`config.mk`:
```
export PLATFORM = sky130hd
export DESIGN_NAME = pulse_interval_fifo_flat
export DESIGN_NICKNAME = d
export VERILOG_FILES = /design/src/rtl/pulse_interval_fifo_if.sv /design/src/rtl/pulse_interval_fifo.sv /design/src/flat_wrapper.sv
export SDC_FILE = /design/constraint.sdc
export NUM_CORES = 1
export LEC_CHECK = 0
export BUFFER_PORTS_ARGS = -buffer_cell sky130_fd_sc_hd__buf_2
export CORE_MARGIN = 2
export CORE_UTILIZATION = 55
export CTS_BUF_LIST = sky130_fd_sc_hd__clkbuf_4 sky130_fd_sc_hd__clkbuf_8
export CTS_CLUSTER_SIZE = 24
export DETAILED_ROUTE_END_ITERATION = 8
export PLACE_DENSITY = 0.74
export SETUP_SLACK_MARGIN = 0.15
export SYNTH_ARGS = -nofsm -noshare
export SYNTH_HDL_FRONTEND = slang
export SYNTH_SLANG_ARGS = --single-unit
```
`constraint.sdc`:
```
create_clock -name clk -period 3.2 [get_ports clk]
set_clock_uncertainty 0.2 [all_clocks]
set_input_delay 0.32 -clock clk [delete_from_list [all_inputs] [get_ports clk]]
set_output_delay 0.32 -clock clk [all_outputs]
set_load 0.05 [all_outputs]
```
`src/rtl/pulse_interval_fifo_if.sv`:
```
// Output stream of the pulse interval FIFO.
// Groups the measured-interval handshake (out_data/out_valid/out_ready) with the
// occupancy (level) and sticky drop flag (overflow).
//   master : driven by pulse_interval_fifo
//   slave  : the consumer, drives out_ready
interface pulse_interval_fifo_if #(
  parameter int CNT_W = 8,
  parameter int DEPTH = 4
);
  localparam int LVL_W = $clog2(DEPTH) + 1;

  logic [CNT_W-1:0] out_data;
  logic             out_valid;
  logic             out_ready;
  logic [LVL_W-1:0] level;
  logic             overflow;

  modport master (
    output out_data,
    output out_valid,
    output level,
    output overflow,
    input  out_ready
  );

  modport slave (
    input  out_data,
    input  out_valid,
    input  level,
    input  overflow,
    output out_ready
  );
endinterface

```
`src/rtl/pulse_interval_fifo.sv`:
```
// Pulse interval measurement with a first-word-fall-through result FIFO.
// Rising edges of in_pulse are timestamped by a saturating cycle timer; every
// armed edge pushes the distance (in cycles) from the previous edge.
// Ports:
//   clk      : single clock, rising edge
//   rst      : synchronous active-low reset
//   in_pulse : event strobe, any width; only its rising edge counts
//   en       : measurement enable (low holds timer at 0 and disarms)
//   clr      : synchronous clear of timer, armed flag, FIFO and overflow
//   out_if   : result stream (out_data/out_valid/out_ready, level, overflow)
module pulse_interval_fifo #(
  parameter int CNT_W = 8,
  parameter int DEPTH = 4
) (
  input  logic                  clk,
  input  logic                  rst,
  input  logic                  in_pulse,
  input  logic                  en,
  input  logic                  clr,
  pulse_interval_fifo_if.master out_if
);
  localparam int PTR_W = $clog2(DEPTH);
  localparam int LVL_W = PTR_W + 1;
  localparam logic [LVL_W-1:0] FULL_LVL = LVL_W'(DEPTH);
  localparam logic [CNT_W-1:0] T_MAX    = '1;

  logic             prev;
  logic [CNT_W-1:0] t;
  logic             armed;
  logic [CNT_W-1:0] mem [DEPTH];
  logic [PTR_W-1:0] wr_ptr;
  logic [PTR_W-1:0] rd_ptr;
  logic [LVL_W-1:0] level;
  logic             overflow;

  logic edge_det;
  logic push_req;
  logic full;
  logic empty;
  logic pop;
  logic push_ok;

  always_comb begin
    edge_det = in_pulse & ~prev;
    push_req = edge_det & en & armed;
    full     = (level == FULL_LVL);
    empty    = (level == '0);
    pop      = ~empty & out_if.out_ready;
    // A full FIFO still accepts a push when the head leaves in the same cycle.
    push_ok  = push_req & (~full | pop);
  end

  always_ff @(posedge clk) begin
    if (!rst) begin
      prev     <= 1'b0;
      t        <= '0;
      armed    <= 1'b0;
      wr_ptr   <= '0;
      rd_ptr   <= '0;
      level    <= '0;
      overflow <= 1'b0;
    end else begin
      // Edge history keeps tracking even through clr so a held pulse
      // does not look like a fresh edge afterwards.
      prev <= in_pulse;
      if (clr) begin
        t        <= '0;
        armed    <= 1'b0;
        wr_ptr   <= '0;
        rd_ptr   <= '0;
        level    <= '0;
        overflow <= 1'b0;
      end else begin
        if (!en) begin
          t     <= '0;
          armed <= 1'b0;
        end else if (edge_det) begin
          // t=1 on the cycle after an edge, so t equals the edge distance.
          t     <= CNT_W'(1);
          armed <= 1'b1;
        end else if (t != T_MAX) begin
          t <= t + 1'b1;
        end

        if (push_ok) wr_ptr <= wr_ptr + 1'b1;
        if (pop)     rd_ptr <= rd_ptr + 1'b1;

        if (push_ok && !pop)      level <= level + 1'b1;
        else if (!push_ok && pop) level <= level - 1'b1;

        if (push_req && full && !pop) overflow <= 1'b1;
      end
    end
  end

  // Storage needs no reset: out_valid gates every read.
  always_ff @(posedge clk) begin
    if (rst && !clr && push_ok) mem[wr_ptr] <= t;
  end

  assign out_if.out_valid = ~empty;
  assign out_if.out_data  = empty ? '0 : mem[rd_ptr];
  assign out_if.level     = level;
  assign out_if.overflow  = overflow;
endmodule

```
`src/flat_wrapper.sv`:
```
// flat-port wrapper written by rule: the top's interface ports become plain ports
module pulse_interval_fifo_flat 
#(
  parameter int CNT_W = 8,
  parameter int DEPTH = 4
)
  (clk, rst, in_pulse, en, clr, out_if_out_data, out_if_out_valid, out_if_level, out_if_overflow, out_if_out_ready);
  pulse_interval_fifo_if #(.CNT_W(CNT_W), .DEPTH(DEPTH)) out_if_i ();
  input  logic clk;
  input  logic rst;
  input  logic in_pulse;
  input  logic en;
  input  logic clr;
  output wire logic [$bits(out_if_i.out_data)-1:0] out_if_out_data;
  output wire logic [$bits(out_if_i.out_valid)-1:0] out_if_out_valid;
  output wire logic [$bits(out_if_i.level)-1:0] out_if_level;
  output wire logic [$bits(out_if_i.overflow)-1:0] out_if_overflow;
  input wire logic [$bits(out_if_i.out_ready)-1:0] out_if_out_ready;
  assign out_if_out_data = out_if_i.out_data;
  assign out_if_out_valid = out_if_i.out_valid;
  assign out_if_level = out_if_i.level;
  assign out_if_overflow = out_if_i.overflow;
  assign out_if_i.out_ready = out_if_out_ready;
  pulse_interval_fifo #(.CNT_W(CNT_W), .DEPTH(DEPTH)) u_core (.clk(clk), .rst(rst), .in_pulse(in_pulse), .en(en), .clr(clr), .out_if(out_if_i));
endmodule
```
After elaboration in Yosys (flattened, before gate mapping) --
Memories as Yosys holds them, arrays and structs flattened. A register that Yosys moved wholly into a read port is not among the register bits. Index checks and enable logic that the tools add are counted.
Operators by class: add/sub/neg operators 5, mux-type cells 9, reduce and logical (&&, ||, !) cells 15, eq/ne operators 2, bitwise operators 11
Operators with widths (count):
- 8-bit by 1-bit adder with 8-bit output, second input constant | 1
- 8-bit 2-to-1 mux | 1
- 8-bit != test, second input constant | 1
- 1-bit logical AND | 6
- 3-bit 2-to-1 mux | 2
- 1-bit bitwise AND | 5
- 1-bit NOT | 5
- 2-bit by 1-bit adder with 2-bit output, second input constant | 2
- 1-bit 2-to-1 mux | 4
- 2-bit 2-to-1 mux | 2
- 2-bit nonzero test | 2
- 4-bit OR reduction | 1
- 3-bit by 1-bit adder with 3-bit output, second input constant | 1
- 3-bit == test, second input constant | 1
- 1-bit logical NOT | 3
- 3-bit logical NOT | 1
- 3-bit OR reduction | 1
- 3-bit by 1-bit subtractor with 3-bit output, second input constant | 1
- 2-bit OR reduction | 1
- 1-bit OR | 1
Word-level totals: bits in writable memories 32, bits in registers 18, input port bits 6, memories kept 1
Memories:
- u_core.mem | depth 4, width 8, read ports 1, clocked after memory_dff 1, wr ports 1, RTL line pulse_interval_fifo.sv:30 | logic [CNT_W-1:0] mem [DEPTH];

Logic depth before layout (Yosys ltp) --
Gate-level depths: netlist (run 1).
depth in word-level cells 9, depth in mapped cells 8, mapped depth without buffers 8

Worst setup path after synthesis (run 1) --
Ideal clock, no wire load.
kind flip-flop to flip-flop, from register u_core.level[0] (netlist: u_core.out_if.level[0]), to register u_core.level[2] (netlist: u_core.out_if.level[2]), data arrival time 2.244 ns, path buffers 0, cell stages (with the launch flop) 9, slack 0.685 ns, period minus slack after synthesis 2.515 ns, cell sequence dfxtp_1 nor4b_4 nor2_1 ha_1 inv_1 fa_1 xor2_1 or3_1 a21oi_1
Between the ends: word-level cells in the longest chain between the ends 8
Ends and longest elaborated chain:
- from (decl) | RTL line pulse_interval_fifo.sv:33 | logic [LVL_W-1:0] level;
- from (signal assigned) | RTL line pulse_interval_fifo.sv:88 | if (push_ok && !pop) level <= level + 1'b1;
- from (signal assigned) | RTL line pulse_interval_fifo.sv:89 | else if (!push_ok && pop) level <= level - 1'b1;
- 3-bit logical NOT | RTL line pulse_interval_fifo.sv:47 | empty = (level == '0);
- 1-bit NOT | RTL line pulse_interval_fifo.sv:48 | pop = ~empty & out_if.out_ready;
- 1-bit bitwise AND | RTL line pulse_interval_fifo.sv:48
- 1-bit OR * | RTL line pulse_interval_fifo.sv:50 | push_ok = push_req & (~full | pop);
- 1-bit bitwise AND * | RTL line pulse_interval_fifo.sv:50
- named net u_core.push_ok | RTL line pulse_interval_fifo.sv:41 | logic push_ok;
- 1-bit logical NOT | RTL line pulse_interval_fifo.sv:89
- 1-bit logical AND | RTL line pulse_interval_fifo.sv:89
- 2-bit nonzero test (no line)
The timed path passes the listed nets; every way through them passes the cells marked *. The select of a mux whose other input is x is not followed. A chain may end at the register's enable or synchronous reset.

==> out/results.tsv, run 1 <==
stage	metric	value	unit
timing	post-route-period-util	76.46	%
timing	finalMaxSlewViolations	0	
power	power	1.180	mW
timing	worstMarginPinSlew	653.3	ps
timing	fmaxAchievable	408.7	MHz
yosys	dominant_combinational_cell_family_by_area_after_synthesis	simple AND/OR/NAND/NOR gates	
global_route	groute.layer.met3.usage	4.441	%
power	ir_drop	0.0002310	V
flow_run	max_cap_viols	0	
power	power.leakage	0.8296	nW
clocking	post-cts-setup-buffer-count	0	
yosys	synth_seq_cells	52	
yosys	seq_area_frac_synth	60.68	%
power	power_density	476.7	nW/um^2
clocking	skew_pair_late_insertion_delay	300	ps
detailed_routing	drt_wl_total	3835	microns
detailed_routing	detail_route.iter0.violations	97	
die	initial_core_utilization	56.49	%
yosys	netlist_top_cells_area	sky130_fd_sc_hd__edfxtp_1, sky130_fd_sc_hd__dfxtp_1, sky130_fd_sc_hd__mux4_2	
final_layout	diodes	0	
yosys	post_synth_inst_count	161	
clocking	cts_sinks	52	
global_route	grtUsageMet1	24.38	%
critical_path	setup.worst_path.class	reg -> out	
final_layout	final_net_count	193	
global_route	maximum_number_of_pins_on_one_net_before_global_route_repair	17	
hold_path	min-delay-path-class	in -> reg	
clocking	cts_h_tree_depth	2	
yosys	ys_warn_count	0	
yosys	post_synth_fa_ha_maj_area_fraction	4.239	%
timing	timing.slew.headroom	56.21	%
critical_path	cp_data_arrival_time	1930	ps
global_route	global_route.peak_usage_layer	met2	
yosys	post_synth_mux_area_share	9.147	%
placed_design	post-place-ws	791.6	ps
die	rows	23	
final_layout	drive_gt1_share	23.20	%
global_route	initial_antenna_violation_count	0	
final_layout	non_filler_cell_area_final	2475	sq um
yosys	syn_avg_cell_area	13.93	sq um
timing	final-hold-violation-count	0	
placed_design	placedCellCount	223	
die	top_level_ports	19	
critical_path	required	2680	ps
detailed_routing	wl_per_cell	16.60	microns
critical_path	crit_path_max_fanout	8	
yosys	postSynth.topFlopCell	sky130_fd_sc_hd__edfxtp_1	
clocking	cts.path.max_buffers	2	
timing	fin_tns_setup	0	ps
yosys	synth-edff-count	32	
timing	finalHoldWorstSlack	58.39	ps
detailed_routing	drt_pass1_iterations	4	
die	fp.coreArea	3971	sq um
final_layout	register_area	1361	sq um
final_layout	multiInputGateArea	827.0	sq um
die	dieArea	4606	sq um
clocking	cts.hold.buffers_added	0	
yosys	async_set_or_reset_flop_fraction_in_the_synthesized_netlist	0	%
placed_design	buffer_ports.inserted	18	
final_layout	areaGrowthSynthToFinish	10.32	%
placed_design	gp_congestion	0.7344	
die	die_h	67.87	microns
global_route	total_overflow_reported_by_the_global_router	0	
timing	grt_setup_unrepaired	false	
clocking	cts.reportedPaths.clkPinSlew	90	ps
detailed_routing	vias_per_cell	5.784	
placed_design	dpl.hpwl	2732	microns
clocking	clk_root_buffer_cell	sky130_fd_sc_hd__clkbuf_8	
timing	fin_ws	753.3	ps
final_layout	filler_cell_count	314	
yosys	synth.top_cells.by_count	sky130_fd_sc_hd__edfxtp_1, sky130_fd_sc_hd__dfxtp_1, sky130_fd_sc_hd__nor2_1	
timing	finalWorstPathRequiredPeriod	2447	ps
placed_design	postPlaceCellArea	2364	sq um
yosys	synthMostInstantiatedCell	sky130_fd_sc_hd__edfxtp_1	
global_route	grt_pass1_wl	6382	microns
clocking	cts_tree	done	
die	floorplan.die.width	67.87	microns
global_route	grt_pass1_vias	1342	
yosys	synthDominantAreaCellType	sky130_fd_sc_hd__edfxtp_1	
yosys	syn_area	2243	sq um
clocking	numCtsBuffers	5	
yosys	post-synth-top-area-fraction	42.83	%
critical_path	cp-start-kind	register	
yosys	synth_compound_area_share	5.912	%
global_route	grt_use_met2	32.60	%
final_layout	finish.cell_count_without_fillers	231	
detailed_routing	vias	1336	
global_route	grt.total_usage	19.37	%
outcome	run_status	finished, final reports clean	
critical_path	crit_path_end_kind	output port	
yosys	syn_nets	174	
timing	final-setup-viol-count	0	
final_layout	finish.utilization	62.32	%
clocking	ctsResizeCount	0	
yosys	yosysUniqueCellTypes	40	
yosys	synth_area_in_xor_xnor	1.562	%
detailed_routing	post_detailed_route_drc_marker_count	0	
yosys	post_synthesis_share_of_cell_area_spent_on_and_or_nand_and_nor_gates	16.01	%
detailed_routing	antenna_left	0	
-- kinds of logic (layout without fill, tap and decap cells) --
| group | Yosys count | in the layout |
|---|---|---|
| AO/OA/AOI/OAI | 20 | 20 |
| adder cells (fa/ha/maj) | 7 | 7 |
| multiplexers | 10 | 10 |
| XOR/XNOR | 4 | 4 |
| AND/OR/NAND/NOR | 56 | 56 |
| flip-flops | 52 | 52 |
| buffers and inverters | 12 | 32 |
-- path summary, 6_finish.rpt --
kind | slack (ps) | endpoint | cells after the start | startpoint
worst max-delay path | 750 | out_if_out_data[3] | 3 | register
worst min-delay path | 60 | u_core.prev | 2 | rst
worst max register to register | 800 | u_core.out_if.level[2] | 7 | u_core.out_if.level[0]
worst min register to register | 300 | u_core.out_if.overflow | 2 | u_core.out_if.overflow
-- critical path: stages (launching register included) --
cell and delay [ps]:
sky130_fd_sc_hd__dfxtp_1 670, sky130_fd_sc_hd__mux4_2 560, sky130_fd_sc_hd__nor2b_1 140, sky130_fd_sc_hd__buf_2 240
-- power by group --
part / switching, mW / leakage (nW) / internal [mW] / total, mW
Clock: 0.208 / 0.0541 / 0.231 / 0.439
Combinational: 0.0212 / 0.352 / 0.0106 / 0.0318
Sequential: 0.00387 / 0.424 / 0.705 / 0.709
Total: 0.233 / 0.830 / 0.947 / 1.18
-- cell usage in the layout (no fill, tap or decap), types with 2 or more instances in the layout --
master                      n
sky130_fd_sc_hd__a211oi_1   3
sky130_fd_sc_hd__a21oi_1    8
sky130_fd_sc_hd__and2_1     5
sky130_fd_sc_hd__and3_1     2
sky130_fd_sc_hd__and4_1     2
sky130_fd_sc_hd__and4b_1    2
sky130_fd_sc_hd__buf_2     18
sky130_fd_sc_hd__clkbuf_8   5
sky130_fd_sc_hd__dfxtp_1   20
sky130_fd_sc_hd__edfxtp_1  32
sky130_fd_sc_hd__ha_1       6
sky130_fd_sc_hd__inv_1      6
sky130_fd_sc_hd__mux4_2     8
sky130_fd_sc_hd__nand3_1    7
sky130_fd_sc_hd__nand4b_1   2
sky130_fd_sc_hd__nor2_1    11
sky130_fd_sc_hd__nor2b_1    9
sky130_fd_sc_hd__nor3_1     5
sky130_fd_sc_hd__nor3_2     2
sky130_fd_sc_hd__nor3b_1    2
sky130_fd_sc_hd__o21ai_0    3
sky130_fd_sc_hd__xor2_1     4
-- cell type report --
| class | instances | area share, % |
|---|---|---|
| flip-flops and latches | 52 | 55.01 |
| multi-input cells | 97 | 33.42 |
| repair buffers | 18 | 3.640 |
| clock buffers | 5 | 2.781 |
| well taps | 50 | 2.528 |
| clock inverters | 3 | 1.719 |
| inverters | 6 | 0.9100 |
-- registers in the layout, summed over array words and instances (netlist names), named ones only --
name,flops
u_core.mem,32
u_core.t,8
u_core.out_if.level,3
u_core.rd_ptr,2
u_core.wr_ptr,2
u_core.armed,1
u_core.out_if.overflow,1
u_core.prev,1
-- per-layer routing --
layer	part of all wire, %	vias up	routed length [microns]
met5	0	-	0
met4	1.8	0	70
met3	4.0	7	152
met2	51	26	1959
met1	43	659	1653
li1	-	644	-
Note: power is estimated with default switching activity, not from simulation.
==> run 2: changes to the inputs <==
==> constraint.sdc (replaced) <==
create_clock -name clk -period 2.6 [get_ports clk]
set_clock_uncertainty 0.2 [all_clocks]
set_input_delay 0.26 -clock clk [delete_from_list [all_inputs] [get_ports clk]]
set_output_delay 0.26 -clock clk [all_outputs]
set_load 0.05 [all_outputs]
==> out/results.tsv, run 2 (synthesis results as in run 1) <==
stage	metric	value	unit
die	initial_core_utilization	56.49	%
final_layout	finish.utilization	62.41	%
final_layout	drive_gt1_share	24.86	%
detailed_routing	drt_pass1_iterations	4	
clocking	clk_root_buffer_cell	sky130_fd_sc_hd__clkbuf_8	
die	die_h	67.87	microns
global_route	initial_antenna_violation_count	0	
global_route	grt_pass1_vias	1277	
final_layout	commonest_non_fill_non_tap_cells_in_the_layout	sky130_fd_sc_hd__edfxtp_1, sky130_fd_sc_hd__buf_2, sky130_fd_sc_hd__dfxtp_1, sky130_fd_sc_hd__nor2_1, sky130_fd_sc_hd__nor2b_1	
power	clock_power_share	36.8	%
global_route	grt_pass1_wl	5961	microns
final_layout	non_filler_cell_area_final	2479	sq um
final_layout	areaGrowthSynthToFinish	10.49	%
final_layout	largest_registers	u_core.mem (32), u_core.t (8), u_core.out_if.level (3)	
detailed_routing	post_detailed_route_drc_marker_count	0	
final_layout	layout.cells.most_common	sky130_fd_sc_hd__edfxtp_1	
global_route	total_overflow_reported_by_the_global_router	0	
die	dieArea	4606	sq um
global_route	grt.total_usage	18.42	%
die	top_level_ports	19	
critical_path	setup.worst_path.class	reg -> reg	
clocking	cts_tree	done	
hold_path	min-delay-path-class	in -> reg	
timing	fin_tns_setup	0	ps
detailed_routing	antenna_left	0	
timing	final-hold-violation-count	0	
final_layout	number_of_flip_flops_under_the_largest_register_name	32	
timing	finalMaxSlewViolations	0	
timing	worstMarginPinSlew	635.6	ps
power	power_density	581.8	nW/um^2
timing	grt_setup_unrepaired	false	
timing	finalHoldWorstSlack	6.132	ps
global_route	maximum_number_of_pins_on_one_net_before_global_route_repair	17	
clocking	skew_pair_late_insertion_delay	300	ps
outcome	run_status	finished, final reports clean	
timing	fmaxAchievable	429.2	MHz
final_layout	top_register	u_core.mem	
detailed_routing	drt_wl_total	3679	microns
clocking	cts_sinks	52	
placed_design	buffer_ports.inserted	18	
critical_path	crit_path_end_kind	register	
timing	timing.slew.headroom	57.40	%
power	switching_share	19.21	%
placed_design	dpl.hpwl	2589	microns
timing	post-route-period-util	89.61	%
detailed_routing	vias	1308	
clocking	cts.reportedPaths.clkPinSlew	90	ps
power	ir_drop	0.0003693	V
clocking	cts_h_tree_depth	2	
critical_path	crit_path_max_fanout	8	
detailed_routing	vias_per_cell	5.662	
critical_path	cp_data_arrival_time	2360	ps
critical_path	cp-start-kind	register	
flow_run	max_cap_viols	0	
power	comb_power_share	2.7	%
timing	finalWorstPathRequiredPeriod	2330	ps
detailed_routing	detail_route.iter0.violations	111	
die	rows	23	
clocking	cts.path.max_buffers	2	
critical_path	required	2630	ps
placed_design	postPlaceCellArea	2366	sq um
placed_design	gp_congestion	0.7162	
power	share_seq_of_total_power	60.5	%
clocking	numCtsBuffers	5	
detailed_routing	wl_per_cell	15.93	microns
die	floorplan.die.width	67.87	microns
final_layout	final_net_count	193	
power	intPower	1.165	mW
die	fp.coreArea	3971	sq um
clocking	cts.hold.buffers_added	0	
timing	final-setup-viol-count	0	
final_layout	diodes	0	
power	power.leakage	0.8312	nW
power	p_switching	0.2770	mW
final_layout	filler_cell_count	306	
power	power	1.442	mW
==> run 2: metal layers <==
| metal | GRT usage [%] | wire (microns) | up-vias |
|---|---|---|---|
| li1 | - | - | 640 |
| met1 | 22.05 | 1597 | 635 |
| met2 | 33.46 | 1884 | 29 |
| met3 | 4.441 | 156 | 4 |
| met4 | 4.500 | 40 | 0 |
| met5 | 0 | 0 | - |
==> run 2: power by group through the flow <==
stage | logic [mW] | registers (mW) | clock network, mW
2_1_floorplan | 0.0263 | 0.891 | 0
3_3_place_gp | 0.0370 | 0.891 | 0
3_5_place_dp | 0.0393 | 0.891 | 0
4_1_cts | 0.0394 | 0.872 | 0.541
5_1_grt | 0.0427 | 0.873 | 0.568
6_report | 0.0390 | 0.872 | 0.531
==> run 2: worst paths after layout <==
path	start	to	slack (ps)	depth (start not counted)
worst max-delay path	u_core.out_if.level[0]	u_core.out_if.level[2]	270	7
worst min-delay path	in_pulse	u_core.prev	6	2
worst max register to register	u_core.out_if.level[0]	u_core.out_if.level[2]	270	7
worst min register to register	u_core.out_if.overflow	u_core.out_if.overflow	310	2
==> run 2: per-stage QoR <==
| step | worst slack (ps) | cells |
|---|---|---|
| finish | 270.0 | 231 |
| global route | 163.8 | 231 |
| CTS | 168.3 | 231 |
| detailed placement | 294.3 | 223 |
| global placement | 438.9 | 223 |
| floorplan | 212.6 | 161 |
==> run 2: layout make-up <==
class / instances / area (sq um) / area share, %
Clock inverter: 3 / 42.54 / 1.716
Sequential cell: 52 / 1365 / 55.07
Inverter: 6 / 22.52 / 0.9086
Clock buffer: 5 / 68.82 / 2.776
Multi-Input combinational cell: 97 / 827.0 / 33.37
Tap cell: 50 / 62.56 / 2.524
Timing Repair Buffer: 18 / 90.09 / 3.635
==> run 2: timing repair <==
| item | in CTS | in global routing |
|---|---|---|
| endpoints found under the setup margin | 0 | 8 |
| buffers inserted | 0 | 0 |
| hold endpoints to repair | 0 | 0 |
| resized for setup | 0 | 1 |
==> run 2: worst max-delay path, cell delays in order (launching register included) <==
cell and delay, ps:
sky130_fd_sc_hd__dfxtp_2 390, sky130_fd_sc_hd__o31ai_2 350, sky130_fd_sc_hd__ha_1 250, sky130_fd_sc_hd__inv_1 60, sky130_fd_sc_hd__fa_1 380, sky130_fd_sc_hd__xor2_1 160, sky130_fd_sc_hd__or3_1 300, sky130_fd_sc_hd__a21oi_1 150
==> run 3: changes to the inputs <==
--- a/config.mk
+++ b/config.mk
@@ -11,7 +11,7 @@
 export CTS_BUF_LIST = sky130_fd_sc_hd__clkbuf_4 sky130_fd_sc_hd__clkbuf_8
 export CTS_CLUSTER_SIZE = 24
 export DETAILED_ROUTE_END_ITERATION = 8
-export PLACE_DENSITY = 0.74
+export PLACE_DENSITY = 0.77
 export SETUP_SLACK_MARGIN = 0.15
 export SYNTH_ARGS = -nofsm -noshare
 export SYNTH_HDL_FRONTEND = slang
==> constraint.sdc (replaced) <==
create_clock -name clk -period 2.03 [get_ports clk]
set_clock_uncertainty 0.2 [all_clocks]
set_input_delay 0.203 -clock clk [delete_from_list [all_inputs] [get_ports clk]]
set_output_delay 0.203 -clock clk [all_outputs]
set_load 0.05 [all_outputs]
==> out/results.tsv, run 3 (synthesis results as in run 1) <==
stage	metric	value	unit
final_layout	top_register	u_core.mem	
clocking	cts_tree	done	
clocking	cts.path.max_buffers	2	
power	ir_drop	0.0003325	V
die	top_level_ports	19	
critical_path	path_buf_inv	1	
final_layout	areaGrowthSynthToFinish	24.93	%
timing	final-hold-violation-count	0	
final_layout	register_area	1374	sq um
detailed_routing	drt_wl_total	4265	microns
timing	finalWorstPathRequiredPeriod	2126	ps
critical_path	cp-start-kind	register	
final_layout	filler_cell_count	255	
final_layout	layout.cells.most_common	sky130_fd_sc_hd__edfxtp_1	
final_layout	drive_gt1_share	40.10	%
final_layout	non_filler_cell_area_final	2803	sq um
detailed_routing	drt_pass1_iterations	4	
critical_path	path_cells	o31ai_4, ha_2, inv_2, fa_2, xor2_1, or3_1, a21oi_2	
power	power.leakage	0.9898	nW
die	initial_core_utilization	56.49	%
outcome	failed_checks	setup timing	
outcome	run_status	finished, violations left	
detailed_routing	vias	1413	
clocking	clk_root_buffer_cell	sky130_fd_sc_hd__clkbuf_8	
timing	worstMarginPinSlew	409.6	ps
timing	fin_ws	-95.74	ps
timing	fin_tns_setup	-418.0	ps
die	dieArea	4606	sq um
final_layout	number_of_flip_flops_under_the_largest_register_name	32	
clocking	numCtsBuffers	5	
timing	finalHoldWorstSlack	65.21	ps
die	die_h	67.87	microns
die	floorplan.die.width	67.87	microns
placed_design	postPlaceCellArea	2504	sq um
flow_run	max_cap_viols	0	
timing	final-setup-viol-count	10	
clocking	cts.reportedPaths.clkPinSlew	90	ps
global_route	grt_pass1_wl	6810	microns
power	switching_share	21.05	%
power	p_switching	0.3720	mW
die	fp.coreArea	3971	sq um
placed_design	gp_congestion	0.7276	
placed_design	buffer_ports.inserted	18	
global_route	initial_antenna_violation_count	0	
critical_path	setup.worst_path.class	reg -> reg	
critical_path	timing.critical_path.slowest_stage_cell	sky130_fd_sc_hd__dfxtp_4	
critical_path	path_delay_family	adder cells	
detailed_routing	antenna_left	0	
timing	grt_setup_unrepaired	true	
final_layout	commonest_non_fill_non_tap_cells_in_the_layout	sky130_fd_sc_hd__edfxtp_1, sky130_fd_sc_hd__dfxtp_1, sky130_fd_sc_hd__buf_4, sky130_fd_sc_hd__nor2_1, sky130_fd_sc_hd__buf_6	
final_layout	multiInputGateArea	915.9	sq um
critical_path	timing.critical_path.slowest_cell_delay	370	ps
placed_design	dpl.hpwl	2834	microns
detailed_routing	wl_per_cell	16.92	microns
clocking	skew_pair_late_insertion_delay	310	ps
timing	timing.slew.headroom	72.35	%
clocking	cts_h_tree_depth	2	
detailed_routing	post_detailed_route_drc_marker_count	0	
detailed_routing	vias_per_cell	5.607	
detailed_routing	detail_route.iter0.violations	67	
clocking	cts_sinks	52	
power	power_density	630.5	nW/um^2
global_route	grt_pass1_vias	1422	
critical_path	cp_data_arrival_time	2170	ps
critical_path	required	2070	ps
timing	finalMaxSlewViolations	0	
timing	fmaxAchievable	470.4	MHz
global_route	maximum_number_of_pins_on_one_net_before_global_route_repair	16	
power	comb_power_share	4.5	%
hold_path	min-delay-path-class	in -> reg	
final_layout	diodes	0	
placed_design	post-place-ws	-52.60	ps
final_layout	final_net_count	214	
timing	post-route-period-util	104.7	%
final_layout	largest_registers	u_core.mem (32), u_core.t (8), u_core.out_if.level (3)	
final_layout	finish.utilization	70.57	%
die	rows	23	
critical_path	crit_path_max_fanout	3	
global_route	total_overflow_reported_by_the_global_router	0	
global_route	grt.total_usage	20.97	%
power	share_seq_of_total_power	62.8	%
critical_path	crit_path_end_kind	register	
power	intPower	1.395	mW
power	clock_power_share	32.7	%
run 3: layout make-up:
cell class / instances / share of cell area (%)
tap: 50 / 2.232
timing repair buffer: 39 / 12.14
sequential: 52 / 49.02
clock inverter: 2 / 0.4018
inverter: 6 / 0.8036
multi-input combinational: 97 / 32.68
clock buffer: 6 / 2.723
run 3: worst paths after layout:
path / startpoint / end / slack (ps) / cells after the start
worst max-delay path: u_core.out_if.level[0] / u_core.out_if.level[2] / -100 / 7
worst min register to register: u_core.out_if.overflow / u_core.out_if.overflow / 290 / 2
worst max register to register: u_core.out_if.level[0] / u_core.out_if.level[2] / -100 / 7
worst min-delay path: clr / u_core.armed / 70 / 3
run 3: what timing repair did:
item | in CTS | in global routing
hold buffers | 2 | 0
resized for setup | 36 | 4
cloned | 1 | 0
buffers inserted | 3 | 4
endpoints found under the setup margin | 34 | 11
endpoints found under the hold margin | 1 | 0
pin swaps | 3 | 3
run 3: power by group through the flow:
stage | sequential [mW] | combinational (mW) | clock, mW
after floorplan | 1.14 | 0.0355 | 0
after CTS | 1.11 | 0.0763 | 0.582
after global routing | 1.11 | 0.0852 | 0.623
after global placement | 1.13 | 0.0594 | 0
after detailed placement | 1.14 | 0.0620 | 0
final | 1.11 | 0.0787 | 0.578
run 3: metrics by stage:
stage          cells  total power [mW]
2_1_floorplan    161             1.174
3_5_place_dp     234             1.197
5_1_grt          252             1.819
4_1_cts          248             1.768
3_3_place_gp     234             1.194
6_report         252             1.767
run 3: worst reg2reg max path: stages (launching register included):
cell                      delay (ps)
sky130_fd_sc_hd__dfxtp_4         370
sky130_fd_sc_hd__o31ai_4         270
sky130_fd_sc_hd__ha_2            230
sky130_fd_sc_hd__inv_2            40
sky130_fd_sc_hd__fa_2            340
sky130_fd_sc_hd__xor2_1          170
sky130_fd_sc_hd__or3_1           340
sky130_fd_sc_hd__a21oi_2         120
run 3: routing by layer:
layer  wire length (microns)  GRT usage [%]
met3                     133          5.263
met5                       0              0
met1                    1820          25.03
met4                      80          8.000
met2                    2231          36.64
